File: src/rtl/dmem_port_arbiter.sv
// Arbitrates data-memory port 2 between the MEM stage and the serial programmer.
// Programmer writes are buffered in a small FIFO; the CPU has priority with a bounded starvation limit.
module dmem_port_arbiter #(
  parameter int unsigned PROG_FIFO_DEPTH = 4,
  parameter int unsigned STARVE_LIMIT    = 8
) (
  input  logic        CLK,
  input  logic        RESET,
  input  logic        cpu_req,
  input  logic        cpu_we,
  input  logic [31:0] cpu_addr,
  input  logic [31:0] cpu_wdata,
  input  logic [1:0]  cpu_size,
  input  logic        cpu_sign,
  output logic        cpu_gnt,
  output logic        cpu_stall,
  output logic        cpu_rvalid,
  input  logic        prog_we,
  input  logic [31:0] prog_addr,
  input  logic [31:0] prog_data,
  output logic        prog_ovf,
  output logic [31:0] mem_addr,
  output logic [31:0] mem_din,
  output logic        mem_we,
  output logic        mem_re,
  output logic [1:0]  mem_size,
  output logic        mem_sign
);

  localparam int unsigned PTR_W = $clog2(PROG_FIFO_DEPTH);
  localparam int unsigned CNT_W = PTR_W + 1;
  localparam int unsigned STV_W = $clog2(STARVE_LIMIT + 1);

  typedef struct packed {
    logic [31:0] addr;
    logic [31:0] data;
  } prog_entry_t;

  typedef enum logic [0:0] {
    CPU_PRI = 1'b0,
    DRAIN   = 1'b1
  } state_t;

  state_t             state;
  state_t             state_nxt;
  logic [STV_W-1:0]   starve_cnt;
  logic [STV_W-1:0]   starve_nxt;

  prog_entry_t        fifo_mem [PROG_FIFO_DEPTH];
  logic [PTR_W-1:0]   wr_ptr;
  logic [PTR_W-1:0]   rd_ptr;
  logic [CNT_W-1:0]   fifo_cnt;
  prog_entry_t        fifo_head;
  logic               fifo_empty;
  logic               fifo_full;
  logic               fifo_last;
  logic               prog_gnt;
  logic               prog_push;

  assign fifo_head  = fifo_mem[rd_ptr];
  assign fifo_empty = (fifo_cnt == '0);
  assign fifo_full  = (fifo_cnt == CNT_W'(PROG_FIFO_DEPTH));
  // A pop on the last entry empties the FIFO unless a push lands in the same cycle.
  assign fifo_last  = (fifo_cnt == CNT_W'(1)) && !prog_we;

  // A full FIFO still accepts a push when the head pops in the same cycle.
  assign prog_push  = !RESET && prog_we && (!fifo_full || prog_gnt);

  // Grant selection and next-state; everything is gated off while RESET is high.
  always_comb begin
    cpu_gnt    = 1'b0;
    prog_gnt   = 1'b0;
    state_nxt  = state;
    starve_nxt = starve_cnt;
    if (!RESET) begin
      unique case (state)
        CPU_PRI: begin
          if (fifo_empty) begin
            cpu_gnt    = cpu_req;
            starve_nxt = '0;
          end else if (!cpu_req) begin
            prog_gnt   = 1'b1;
            starve_nxt = '0;
          end else if (starve_cnt == STV_W'(STARVE_LIMIT)) begin
            prog_gnt   = 1'b1;
            starve_nxt = '0;
            if (!fifo_last) state_nxt = DRAIN;
          end else begin
            cpu_gnt    = 1'b1;
            starve_nxt = starve_cnt + STV_W'(1);
          end
        end
        DRAIN: begin
          starve_nxt = '0;
          if (fifo_empty) begin
            state_nxt = CPU_PRI;
          end else begin
            prog_gnt = 1'b1;
            if (fifo_last) state_nxt = CPU_PRI;
          end
        end
        default: state_nxt = CPU_PRI;
      endcase
    end
  end

  assign cpu_stall = !RESET && cpu_req && !cpu_gnt;

  // Port mux: programmer writes are always full words, unsigned.
  always_comb begin
    mem_addr = cpu_addr;
    mem_din  = cpu_wdata;
    mem_size = cpu_size;
    mem_sign = cpu_sign;
    mem_we   = cpu_gnt && cpu_we;
    mem_re   = cpu_gnt && !cpu_we;
    if (prog_gnt) begin
      mem_addr = fifo_head.addr;
      mem_din  = fifo_head.data;
      mem_size = 2'b10;
      mem_sign = 1'b0;
      mem_we   = 1'b1;
      mem_re   = 1'b0;
    end
  end

  always_ff @(posedge CLK) begin
    if (prog_push) fifo_mem[wr_ptr] <= {prog_addr, prog_data};
  end

  always_ff @(posedge CLK or posedge RESET) begin
    if (RESET) begin
      state      <= CPU_PRI;
      starve_cnt <= '0;
      cpu_rvalid <= 1'b0;
      prog_ovf   <= 1'b0;
      wr_ptr     <= '0;
      rd_ptr     <= '0;
      fifo_cnt   <= '0;
    end else begin
      state      <= state_nxt;
      starve_cnt <= starve_nxt;
      cpu_rvalid <= cpu_gnt && !cpu_we;
      if (prog_we && fifo_full && !prog_gnt) prog_ovf <= 1'b1;
      if (prog_push) wr_ptr <= wr_ptr + PTR_W'(1);
      if (prog_gnt)  rd_ptr <= rd_ptr + PTR_W'(1);
      fifo_cnt <= fifo_cnt + CNT_W'(prog_push) - CNT_W'(prog_gnt);
    end
  end

endmodule

File: config.mk
export PLATFORM = sky130hd
export DESIGN_NAME = dmem_port_arbiter
export DESIGN_NICKNAME = d
export VERILOG_FILES = /design/src/rtl/dmem_port_arbiter.sv
export SDC_FILE = /design/constraint.sdc
export NUM_CORES = 1
export LEC_CHECK = 0
export BUFFER_PORTS_ARGS = -buffer_cell sky130_fd_sc_hd__buf_2
export CORE_MARGIN = 3
export CORE_UTILIZATION = 45
export DETAILED_ROUTE_END_ITERATION = 12
export GPL_TIMING_DRIVEN = 0
export PLACE_DENSITY = 0.72
export SETUP_SLACK_MARGIN = 0.05
export SLEW_MARGIN = 20
export SYNTH_ARGS = -nofsm -noshare
export SYNTH_HDL_FRONTEND = slang
export SYNTH_SLANG_ARGS = --single-unit
File: constraint.sdc
create_clock -name CLK -period 4.49 [get_ports CLK]
set_clock_uncertainty 0.05 [all_clocks]
set_input_delay 0.6735 -clock CLK [delete_from_list [all_inputs] [get_ports CLK]]
set_output_delay 0.6735 -clock CLK [all_outputs]
set_load 0.05 [all_outputs]
==> results of run 1 <==
-- power by group --
group / switching [mW] / total (mW) / internal (mW) / leakage [nW]
Combinational: 1.51 / 2.61 / 1.11 / 2.09
Sequential: 0.0905 / 3.16 / 3.07 / 2.50
Clock: 0.907 / 2.26 / 1.36 / 0.440
Total: 2.50 / 8.04 / 5.53 / 5.02
-- cells by family (layout without fill, tap and decap cells) --
group	count (synthesis)	count (layout)
flip-flops	270	270
multiplexers	129	129
buffers and inverters	35	299
AND/OR/NAND/NOR	31	31
AO/OA/AOI/OAI	13	13
adder cells (fa/ha/maj)	9	9
XOR/XNOR	5	5
-- worst register-to-register path, stage by stage (launching register included) --
cell	delay, ns
dfrtp_1	0.42
inv_1	0.08
ha_1	0.16
nand3b_1	0.18
a311oi_2	0.56
inv_1	0.10
ha_1	0.30
inv_1	0.04
ha_1	0.19
fa_1	0.41
xnor2_1	0.18
xnor2_1	0.13
-- Yosys cell counts (3+ instances only) --
cell type,n,share of area (%)
nor2b_1,4,0.22
o21ai_0,3,0.13
edfxtp_1,256,69
buf_12,6,1.1
buf_2,8,0.36
ha_1,8,0.90
inv_1,11,0.37
clkbuf_1,5,0.17
nand4_1,3,0.17
mux2_4,64,8.6
and2_1,4,0.22
xnor2_1,3,0.24
nand2_1,6,0.20
mux4_2,64,13
buf_6,3,0.30
dfrtp_1,14,3.1
-- cells in the final DEF (no fill, tap or decap), types with 3 or more instances in the layout --
master | netlist | final
buf_2 | 8 | 215
dfrtp_1 | 14 | 14
mux4_2 | 64 | 64
xnor2_1 | 3 | 3
clkinv_2 | 0 | 5
clkinvlp_4 | 0 | 3
o21ai_0 | 3 | 3
bufinv_16 | 0 | 3
and2_4 | 0 | 4
nand4_1 | 3 | 3
nor2b_1 | 4 | 4
clkbuf_16 | 0 | 29
nand2_1 | 6 | 6
buf_6 | 3 | 3
edfxtp_1 | 256 | 256
mux2_4 | 64 | 64
clkinv_1 | 0 | 5
ha_1 | 8 | 8
clkbuf_1 | 5 | 12
inv_1 | 11 | 11
buf_12 | 6 | 10
-- sequential cells by signal, indices dropped and copies added, names as in the netlist --
name and cells:
fifo_mem 256, cpu_rvalid 1, rd_ptr 2, starve_cnt 4, prog_ovf 1, fifo_cnt 3, wr_ptr 2, state 1
-- worst min-delay path by stage --
| stage | startpoint | end | slack, ns |
|---|---|---|---|
| after floorplan | starve_cnt[1] | starve_cnt[1] | 0.45 |
| after global placement | prog_ovf | prog_ovf | 0.41 |
| after detailed placement | prog_ovf | prog_ovf | 0.41 |
| after CTS | cpu_we | cpu_rvalid | 0.26 |
| after global routing | prog_addr[11] | fifo_mem[0][43] | 0.28 |
| final | cpu_we | cpu_rvalid | 0.29 |
-- metrics by stage --
stage	util (%)	power, mW	area (um^2)	instances	setup WS (ns)
after floorplan	-	5.25	11200	492	1.18
after detailed placement	53.1	5.88	12700	1022	1.09
after global placement	52.7	5.81	12600	1018	-0.249
final	56.9	8.04	13600	1075	0.960
after CTS	56.9	8.16	13600	1075	0.897
after global routing	56.9	8.43	13600	1075	0.767
-- per-layer routing --
layer  track usage [%]  vias up
met2              28.6      183
met4              3.27        4
li1                  -     2523
met3              3.47       37
met1              21.0     2879
met5                 0        -
-- final cells by class --
| cell class | instances | area, um^2 |
|---|---|---|
| fillers | 1803 | 10300 |
| flip-flops and latches | 270 | 8040 |
| multi-input cells | 187 | 2870 |
| repair buffers | 211 | 1120 |
| clock buffers | 36 | 752 |
| well taps | 319 | 399 |
| plain buffers | 24 | 220 |
| clock inverters | 17 | 165 |
| inverters | 11 | 41.3 |
==> out/metrics.yaml, run 1 <==
die:
  num_rows: 56
  chipHeight_um: 163
  die-area_mm2: 0.0267
  dieWidth_um: 163
  pin_count: 209
  initial_core_util_pct: 46.7
  core_mm2: 0.0239
logic_synthesis:
  syn_inst: 492
  yosys.area_share.xor_xnor_pct: 0.392
  synthSimpleGateAreaFrac_pct: 1.58
  synthAdderAreaFrac_pct: 1.08
  synth-edff-count: 256
  synth_top_family_by_area: "multiplexers"
  synthMuxAreaShare_pct: 21.6
  ys_async_sr_fraction_pct: 5.19
  synth_compound_area_share_pct: 0.942
  ys_dominant_reg_cell: "edfxtp_1"
  syn_area_mm2: 0.0112
  synth_warnings: 0
  ys_types: 38
  syn_avg_cell_area_um2: 22.7
  ys_seq_area_share_pct: 72.0
  syn-num-nets: 637
  synth-seq-cells: 270
place:
  gp_congestion: 0.704
  portBuffers: 207
  dp_hpwl_mm: 14.6
clock_tree:
  cts_sinks: 270
  cts_setup_buffers: 0
  ctsHoldBuffers: 0
  clock_latency_ns: 0.52
  cts_tree: "built"
  clkTransAtPathRegs_ns: 0.06
  cts-root-buf: "clkbuf_16"
  cts-resized-gates: 0
  h-tree-depth: 1
  numCtsBuffers: 29
  clockBufferDepth: 3
worst_setup_path:
  crit_required_ns: 3.77
  r2r-end: "fifo_cnt[2]"
  critPathCapture: "mem_addr[19]"
  cp_slowest_stage_delay_ns: 0.60
  reg2regPathDepth: 11
  crit_path_end_kind: "output port"
  path_depth: 5
  cp_max_fo: 10
  ff2ff_setup_slack_ns: 1.60
  crit_top_cell: "buf_2"
  crit_path_start_kind: "register"
  cp_data_arrival_time_ns: 2.81
  critPathKind: "register to output port"
  crit_family: "buffers and inverters"
  crit_buf_inv: 3
  cp_slowest_cell: "mux4_2"
  reg2reg_from: "starve_cnt[0]"
  startpoint: "rd_ptr[0]"
  worstPathCellList: "buf_2 > buf_2 > mux4_2 > mux2_4 > buf_2"
timing:
  slew_headroom_pct: 52.7
  whs_ns: 0.289
  fmax_mhz: 283
  hold_viol: 0
  setup_tns_ns: 0
  fin_crit_sh_pct: 78.6
  drv_slew: 0
  rsz0062_at_grt: "no"
  worst_slew_pin_slew_ns: 0.709
  fin_crit_ns: 3.53
  setup_viol: 0
grt:
  grt_overflow_total: 0
  grt_pass1_wl_mm: 33.8
  grt_usage_pct: 16.3
  grt_antenna_before_repair: 2
  grt_max_degree: 36
  grt_pass1_vias: 6172
route:
  vias_per_cell: 5.23
  dr.pass1.iters: 4
  drcViolationCount: 0
  met1_length_mm: 8.85
  met2_length_mm: 11.1
  via_count: 5626
  wire_per_inst_um: 20.3
  ant_nets: 0
  drt_iter0_markers: 375
  top_layer: "met5"
  met3WireLength_mm: 1.49
  wirelength_mm: 21.8
power:
  power_leakage_nw: 5.02
  vdd_drop_max_v: 0.000289
  power_density_mw_per_mm2: 591
hold_path:
  worstHoldPathType: "primary input to register"
  worstHoldPathCells: 2
final_layout:
  area_delta_synth_final_pct: 21.9
  final_layout_size_suffix_gt1_share_pct: 53.4
  diodes: 0
  layout.nets: 879
outcome:
  status: "complete, no violations"
run:
  max_cap_violations: 0
Note: power is estimated with default switching activity, not from simulation.
==> run 2: changes to the inputs <==
==> constraint.sdc (replaced) <==
create_clock -name CLK -period 3.5 [get_ports CLK]
set_clock_uncertainty 0.05 [all_clocks]
set_input_delay 0.525 -clock CLK [delete_from_list [all_inputs] [get_ports CLK]]
set_output_delay 0.525 -clock CLK [all_outputs]
set_load 0.05 [all_outputs]
==> out/metrics.yaml, run 2 (synthesized netlist as in run 1, its figures left out) <==
route:
  via_count: 5622  # was 5626
  wire_per_inst_um: 20.2  # was 20.3 um
  ant_nets: 0  # unchanged
  vias_per_cell: 5.23  # about the same
  drt_iter0_markers: 378  # was 375
  dr.pass1.iters: 5  # was 4
  drcViolationCount: 0  # unchanged
  wirelength_mm: 21.7  # was 21.8 mm
power:
  cellInternalPower_mw: 7.11  # was 5.53 mW
  switchingPower_mw: 3.21  # was 2.50 mW
  power_leakage_nw: 5.03  # was 5.02 nW
  switching_share_pct: 31.1  # about the same
  comb_power_share_pct: 32.6  # was 32.5%
  p_seq_share_pct: 39.3  # about the same
  clockPowerShare_pct: 28.1  # was 28.2%
  vdd_drop_max_v: 0.000371  # was 0.000289 V
  power.total_mw: 10.3  # was 8.04 mW
  power_density_mw_per_mm2: 759  # was 591 mW/mm^2
final_layout:
  final_common_cell: "edfxtp_1"  # unchanged
  largest_reg_flops: 256  # unchanged
  postLayoutCoreUtil_pct: 57.0  # was 56.9%
  diodes: 0  # unchanged
  stdcell_area_mm2: 0.0136  # about the same
  multiInputGateArea_mm2: 0.00287  # unchanged
  final_layout_size_suffix_gt1_share_pct: 53.4  # unchanged
  area_delta_synth_final_pct: 22.0  # was 21.9%
  regArea_mm2: 0.00804  # unchanged
  final_cell_mix: "edfxtp_1 (256), buf_2 (210), mux4_2 (64), mux2_4 (64), clkbuf_16 (29)"  # was edfxtp_1 (256), buf_2 (215), mux4_2 (64), mux2_4 (64), clkbuf_16 (29)
  fillCellCount: 1800  # was 1803
  largest-register: "fifo_mem"  # unchanged
  layout.nets: 879  # unchanged
  reg.largest.list: "fifo_mem (256), starve_cnt (4), fifo_cnt (3)"  # unchanged
place:
  portBuffers: 207  # unchanged
  place_area_mm2: 0.0127  # unchanged
  dp_hpwl_mm: 14.6  # unchanged
  gp_congestion: 0.704  # unchanged
timing:
  worst_slew_pin_slew_ns: 0.706  # was 0.709 ns
  rsz0062_at_grt: "no"  # unchanged
  slew_headroom_pct: 52.9  # was 52.7%
  hold_viol: 0  # unchanged
  setup_tns_ns: 0  # unchanged
  drv_slew: 0  # unchanged
  fin_crit_sh_pct: 92.7
  fmax_mhz: 308
  setup_viol: 0  # unchanged
  fin_crit_ns: 3.24
  whs_ns: 0.141  # was 0.289 ns
clock_tree:
  cts_setup_buffers: 0  # unchanged
  cts_tree: "built"  # unchanged
  cts-root-buf: "clkbuf_16"  # unchanged
  clockBufferDepth: 3  # unchanged
  cts-resized-gates: 0  # unchanged
  numCtsBuffers: 29  # unchanged
  h-tree-depth: 1  # unchanged
  ctsHoldBuffers: 0  # unchanged
  clock_latency_ns: 0.52  # about the same
  clkTransAtPathRegs_ns: 0.06  # about the same
  cts_sinks: 270  # unchanged
grt:
  grt_max_degree: 36  # unchanged
  grt.met1_usage_pct: 21.0  # unchanged
  grt_overflow_total: 0  # unchanged
  busiest_layer: "met2"  # unchanged
  grt_antenna_before_repair: 2  # unchanged
  grt_usage_pct: 16.3  # unchanged
  grt_pass1_wl_mm: 33.8  # unchanged
  met3_usage_pct: 3.47  # unchanged
  met2_usage_pct: 28.6  # unchanged
  grt_pass1_vias: 6172  # unchanged
worst_setup_path:
  crit_path_end_kind: "output port"  # unchanged
  cp_max_fo: 10  # unchanged
  cp_slowest_cell: "buf_1"  # was mux4_2
  cp_data_arrival_time_ns: 2.67  # was 2.81 ns
  crit_path_start_kind: "register"  # unchanged
  critPathKind: "register to output port"  # unchanged
  cp_slowest_stage_delay_ns: 0.59  # was 0.60 ns
  crit_required_ns: 2.92  # was 3.77 ns
  worstPathCellList: "buf_2 > buf_1 > mux4_2 > mux2_4 > buf_2"  # was buf_2 > buf_2 > mux4_2 > mux2_4 > buf_2
  crit_top_cell: "buf_2"  # unchanged
die:
  die-area_mm2: 0.0267  # unchanged
  chipHeight_um: 163  # unchanged
  initial_core_util_pct: 46.7  # unchanged
  num_rows: 56  # unchanged
  dieWidth_um: 163  # unchanged
  pin_count: 209  # unchanged
  core_mm2: 0.0239  # unchanged
run:
  max_cap_violations: 0  # unchanged
outcome:
  status: "complete, no violations"  # unchanged
hold_path:
  worstHoldPathType: "primary input to register"  # unchanged
run 2: worst paths after layout:
kind	startpoint	end	slack (ns)	cells past startpoint
max reg2reg	starve_cnt[0]	fifo_cnt[2]	0.63	11
min reg2reg	prog_ovf	prog_ovf	0.42	1
max in group asynchronous	RESET	rd_ptr[1]	2.77	2
min	cpu_we	cpu_rvalid	0.14	2
max	rd_ptr[1]	mem_din[6]	0.26	5
min in group asynchronous	RESET	starve_cnt[3]	0.20	2
run 2: through the flow:
stage	setup WS [ns]	std cells
detailed placement	0.273	1022
floorplan	0.312	492
finish	0.257	1075
global placement	-1.09	1018
global route	0.0971	1075
CTS	0.0554	1075
run 2: power groups by stage:
stage	Combinational (mW)	Sequential (mW)	Clock (mW)
global route	3.62	4.09	3.12
floorplan	2.62	4.12	0
detailed placement	3.42	4.12	0
finish	3.37	4.05	2.91
CTS	3.43	4.06	2.99
global placement	3.32	4.13	0
run 2: worst max-delay path: cells and delay by family (launching register included):
family                 cells  cell delay, ns
muxes                      2            0.72
DFF                        1            0.34
buffers and inverters      3            1.10
run 2: cell type report:
type | count | area share (%)
sequential | 270 | 59.0
clock buffer | 36 | 5.52
buffer | 24 | 1.71
inverter | 11 | 0.303
tap | 319 | 2.93
multi-input combinational | 187 | 21.1
timing repair buffer | 211 | 8.20
clock inverter | 17 | 1.21
run 2: metal layers:
| layer | up-vias | part of all wire, % |
|---|---|---|
| met5 | - | 0.087 |
| met4 | 4 | 1.4 |
| met3 | 33 | 6.8 |
| met2 | 183 | 51 |
| met1 | 2877 | 41 |
| li1 | 2525 | - |
==> run 3: changes to the inputs <==
--- a/config.mk
+++ b/config.mk
@@ -8,9 +8,10 @@
 export BUFFER_PORTS_ARGS = -buffer_cell sky130_fd_sc_hd__buf_2
 export CORE_MARGIN = 3
 export CORE_UTILIZATION = 45
+export CTS_BUF_LIST = sky130_fd_sc_hd__clkbuf_4
 export DETAILED_ROUTE_END_ITERATION = 12
 export GPL_TIMING_DRIVEN = 0
-export PLACE_DENSITY = 0.72
+export PLACE_DENSITY = 0.74
 export SETUP_SLACK_MARGIN = 0.05
 export SLEW_MARGIN = 20
 export SYNTH_ARGS = -nofsm -noshare
==> constraint.sdc (replaced) <==
create_clock -name CLK -period 2.84 [get_ports CLK]
set_clock_uncertainty 0.05 [all_clocks]
set_input_delay 0.426 -clock CLK [delete_from_list [all_inputs] [get_ports CLK]]
set_output_delay 0.426 -clock CLK [all_outputs]
set_load 0.05 [all_outputs]
==> out/metrics.yaml, run 3 (synthesized netlist as in run 1, its figures left out) <==
die:
  num_rows: 56  # unchanged
  initial_core_util_pct: 46.7  # unchanged
  pin_count: 209  # unchanged
  die-area_mm2: 0.0267  # unchanged
  dieWidth_um: 163  # unchanged
  chipHeight_um: 163  # unchanged
  core_mm2: 0.0239  # unchanged
place:
  portBuffers: 207  # unchanged
  dp_hpwl_mm: 14.5  # was 14.6 mm
  gp_congestion: 0.743  # was 0.704
hold_path:
  worstHoldStart: "cpu_req"  # was cpu_we
  worstHoldPathType: "primary input to register"  # unchanged
  hold_end: "cpu_rvalid"  # unchanged
  worstHoldPathCells: 3  # was 2
timing:
  setup_tns_ns: -5.40  # was 0 ns
  fin_crit_ns: 2.95
  fin_crit_sh_pct: 104
  drv_slew: 0  # unchanged
  worst_slack_ns: -0.106  # was 0.257 ns
  hold_viol: 0  # unchanged
  worst_slew_pin_slew_ns: 0.659  # was 0.706 ns
  fmax_mhz: 339
  setup_viol: 64  # was 0
  slew_headroom_pct: 55.9  # was 52.9%
  rsz0062_at_grt: "yes"  # was no
grt:
  grt_usage_pct: 18.0  # was 16.3%
  grt_overflow_total: 0  # unchanged
  busiest_layer: "met2"  # unchanged
  grt_pass1_vias: 7056  # was 6172
  grt.met1_usage_pct: 21.1  # was 21.0%
  grt_max_degree: 36  # unchanged
  met2_usage_pct: 31.0  # was 28.6%
  grt_pass1_wl_mm: 37.0  # was 33.8 mm
  grt_antenna_before_repair: 3  # was 2
  met3_usage_pct: 5.25  # was 3.47%
route:
  drcViolationCount: 0  # unchanged
  wire_per_inst_um: 19.6  # was 20.2 um
  drt_iter0_markers: 345  # was 378
  via_count: 6266  # was 5622
  wirelength_mm: 23.9  # was 21.7 mm
  ant_nets: 0  # unchanged
  vias_per_cell: 5.14  # was 5.23
  dr.pass1.iters: 4  # was 5
clock_tree:
  cts-root-buf: "clkbuf_4"  # was clkbuf_16
  clockBufferDepth: 3  # unchanged
  clkTransAtPathRegs_ns: 0.06  # about the same
  cts_tree: "built"  # unchanged
  cts_sinks: 270  # unchanged
  numCtsBuffers: 69  # was 29
  clock_latency_ns: 0.61  # was 0.52 ns
  h-tree-depth: 3  # was 1
final_layout:
  regArea_mm2: 0.00804  # about the same
  final_cell_mix: "edfxtp_1 (256), buf_2 (140), clkbuf_4 (101)"  # was edfxtp_1 (256), buf_2 (210), mux4_2 (64), mux2_4 (64), clkbuf_16 (29)
  multiInputGateArea_mm2: 0.00296  # was 0.00287 mm^2
  layout.nets: 1002  # was 879
  final_layout_size_suffix_gt1_share_pct: 56.3  # was 53.4%
  final_common_cell: "edfxtp_1"  # unchanged
  largest-register: "fifo_mem"  # unchanged
  reg.largest.list: "fifo_mem (256), starve_cnt (4), fifo_cnt (3)"  # unchanged
  postLayoutCoreUtil_pct: 63.2  # was 57.0%
  area_delta_synth_final_pct: 35.4  # was 22.0%
  fillCellCount: 1656  # was 1800
  largest_reg_flops: 256  # unchanged
power:
  power_density_mw_per_mm2: 877  # was 759 mW/mm^2
  vdd_drop_max_v: 0.000494  # was 0.000371 V
  power.total_mw: 13.2  # was 10.3 mW
  power_leakage_nw: 5.70  # was 5.03 nW
worst_setup_path:
  ff2ff_setup_slack_ns: 0.11  # was 0.63 ns
  crit_path_start_kind: "register"  # unchanged
  r2r-end: "fifo_cnt[2]"  # unchanged
  worstPathCellList: "inv_2 > ha_4 > and3b_2 > o211a_4 > buf_12 > clkbuf_16 > mux2_4 > buf_6"  # was buf_2 > buf_1 > mux4_2 > mux2_4 > buf_2
  crit_required_ns: 2.36  # was 2.92 ns
  cp_data_arrival_time_ns: 2.47  # was 2.67 ns
  startpoint: "starve_cnt[1]"  # was rd_ptr[1]
  crit_path_end_kind: "output port"  # unchanged
  reg2regPathDepth: 13  # was 11
  critPathKind: "register to output port"  # unchanged
  cp_max_fo: 6  # was 10
  cp_slowest_stage_delay_ns: 0.37  # was 0.59 ns
  reg2reg_from: "starve_cnt[1]"  # was starve_cnt[0]
  cp_slowest_cell: "dfrtp_1"  # was buf_1
run:
  max_cap_violations: 0  # unchanged
outcome:
  status: "finished with violations"  # was complete, no violations
  violations: "setup timing"
## run 3: metrics by stage
stage	instances	hold WS, ns	worst slack [ns]	instance area, um^2
floorplan	492	0.449	0.0724	11200
global placement	1018	0.413	-0.453	12600
detailed placement	1022	0.411	-0.255	12700
CTS	1214	0.0769	-0.164	15000
global route	1219	0.151	-0.210	15100
finish	1219	0.171	-0.106	15100
## run 3: how the worst max path moves through the flow
stage / to / slack, ns / cells past startpoint
5_1_grt: mem_addr[11] / -0.21 / 8
2_1_floorplan: fifo_cnt[2] / 0.07 / 11
4_1_cts: mem_addr[5] / -0.16 / 8
3_3_place_gp: fifo_mem[0][28] / -0.45 / 5
6_report: mem_addr[3] / -0.11 / 8
3_5_place_dp: fifo_cnt[2] / -0.26 / 11
## run 3: cell type report
class | count | area share, %
Antenna cell | 1 | 0.0166
Buffer | 24 | 1.94
Clock buffer | 99 | 4.92
Clock inverter | 14 | 0.936
Inverter | 11 | 0.273
Multi-Input combinational cell | 187 | 19.6
Sequential cell | 270 | 53.2
Tap cell | 319 | 2.64
Timing Repair Buffer | 294 | 16.4
## run 3: metal layers
layer  share of wire (%)  vias to the layer above
met5                0.11                        -
met3                 6.8                       51
li1                    -                     2825
met1                  39                     3131
met2                  52                      255
met4                 2.3                        4
## run 3: where the power goes
part | leakage (nW) | internal (mW) | switching, mW
sequential | 2.50 | 4.85 | 0.133
clock | 0.520 | 1.86 | 1.43
combinational | 2.69 | 2.40 | 2.57
total | 5.70 | 9.11 | 4.13
## run 3: critical path: cells and delay by family (launching register included)
kind,cells,cell delay (ns)
AO/OA/AOI/OAI,1,0.27
adder cells (fa/ha/maj),1,0.15
buffers and inverters,4,0.53
flip-flops,1,0.37
multiplexers,1,0.30
AND/OR/NAND/NOR,1,0.21
## run 3: timing repair
item,in CTS,in global routing
endpoints found under the hold margin,272,0
gates cloned,4,2
setup buffers,8,3
hold buffers,67,0
pin swaps,5,4
endpoints found under the setup margin,68,191
resized for setup,182,22
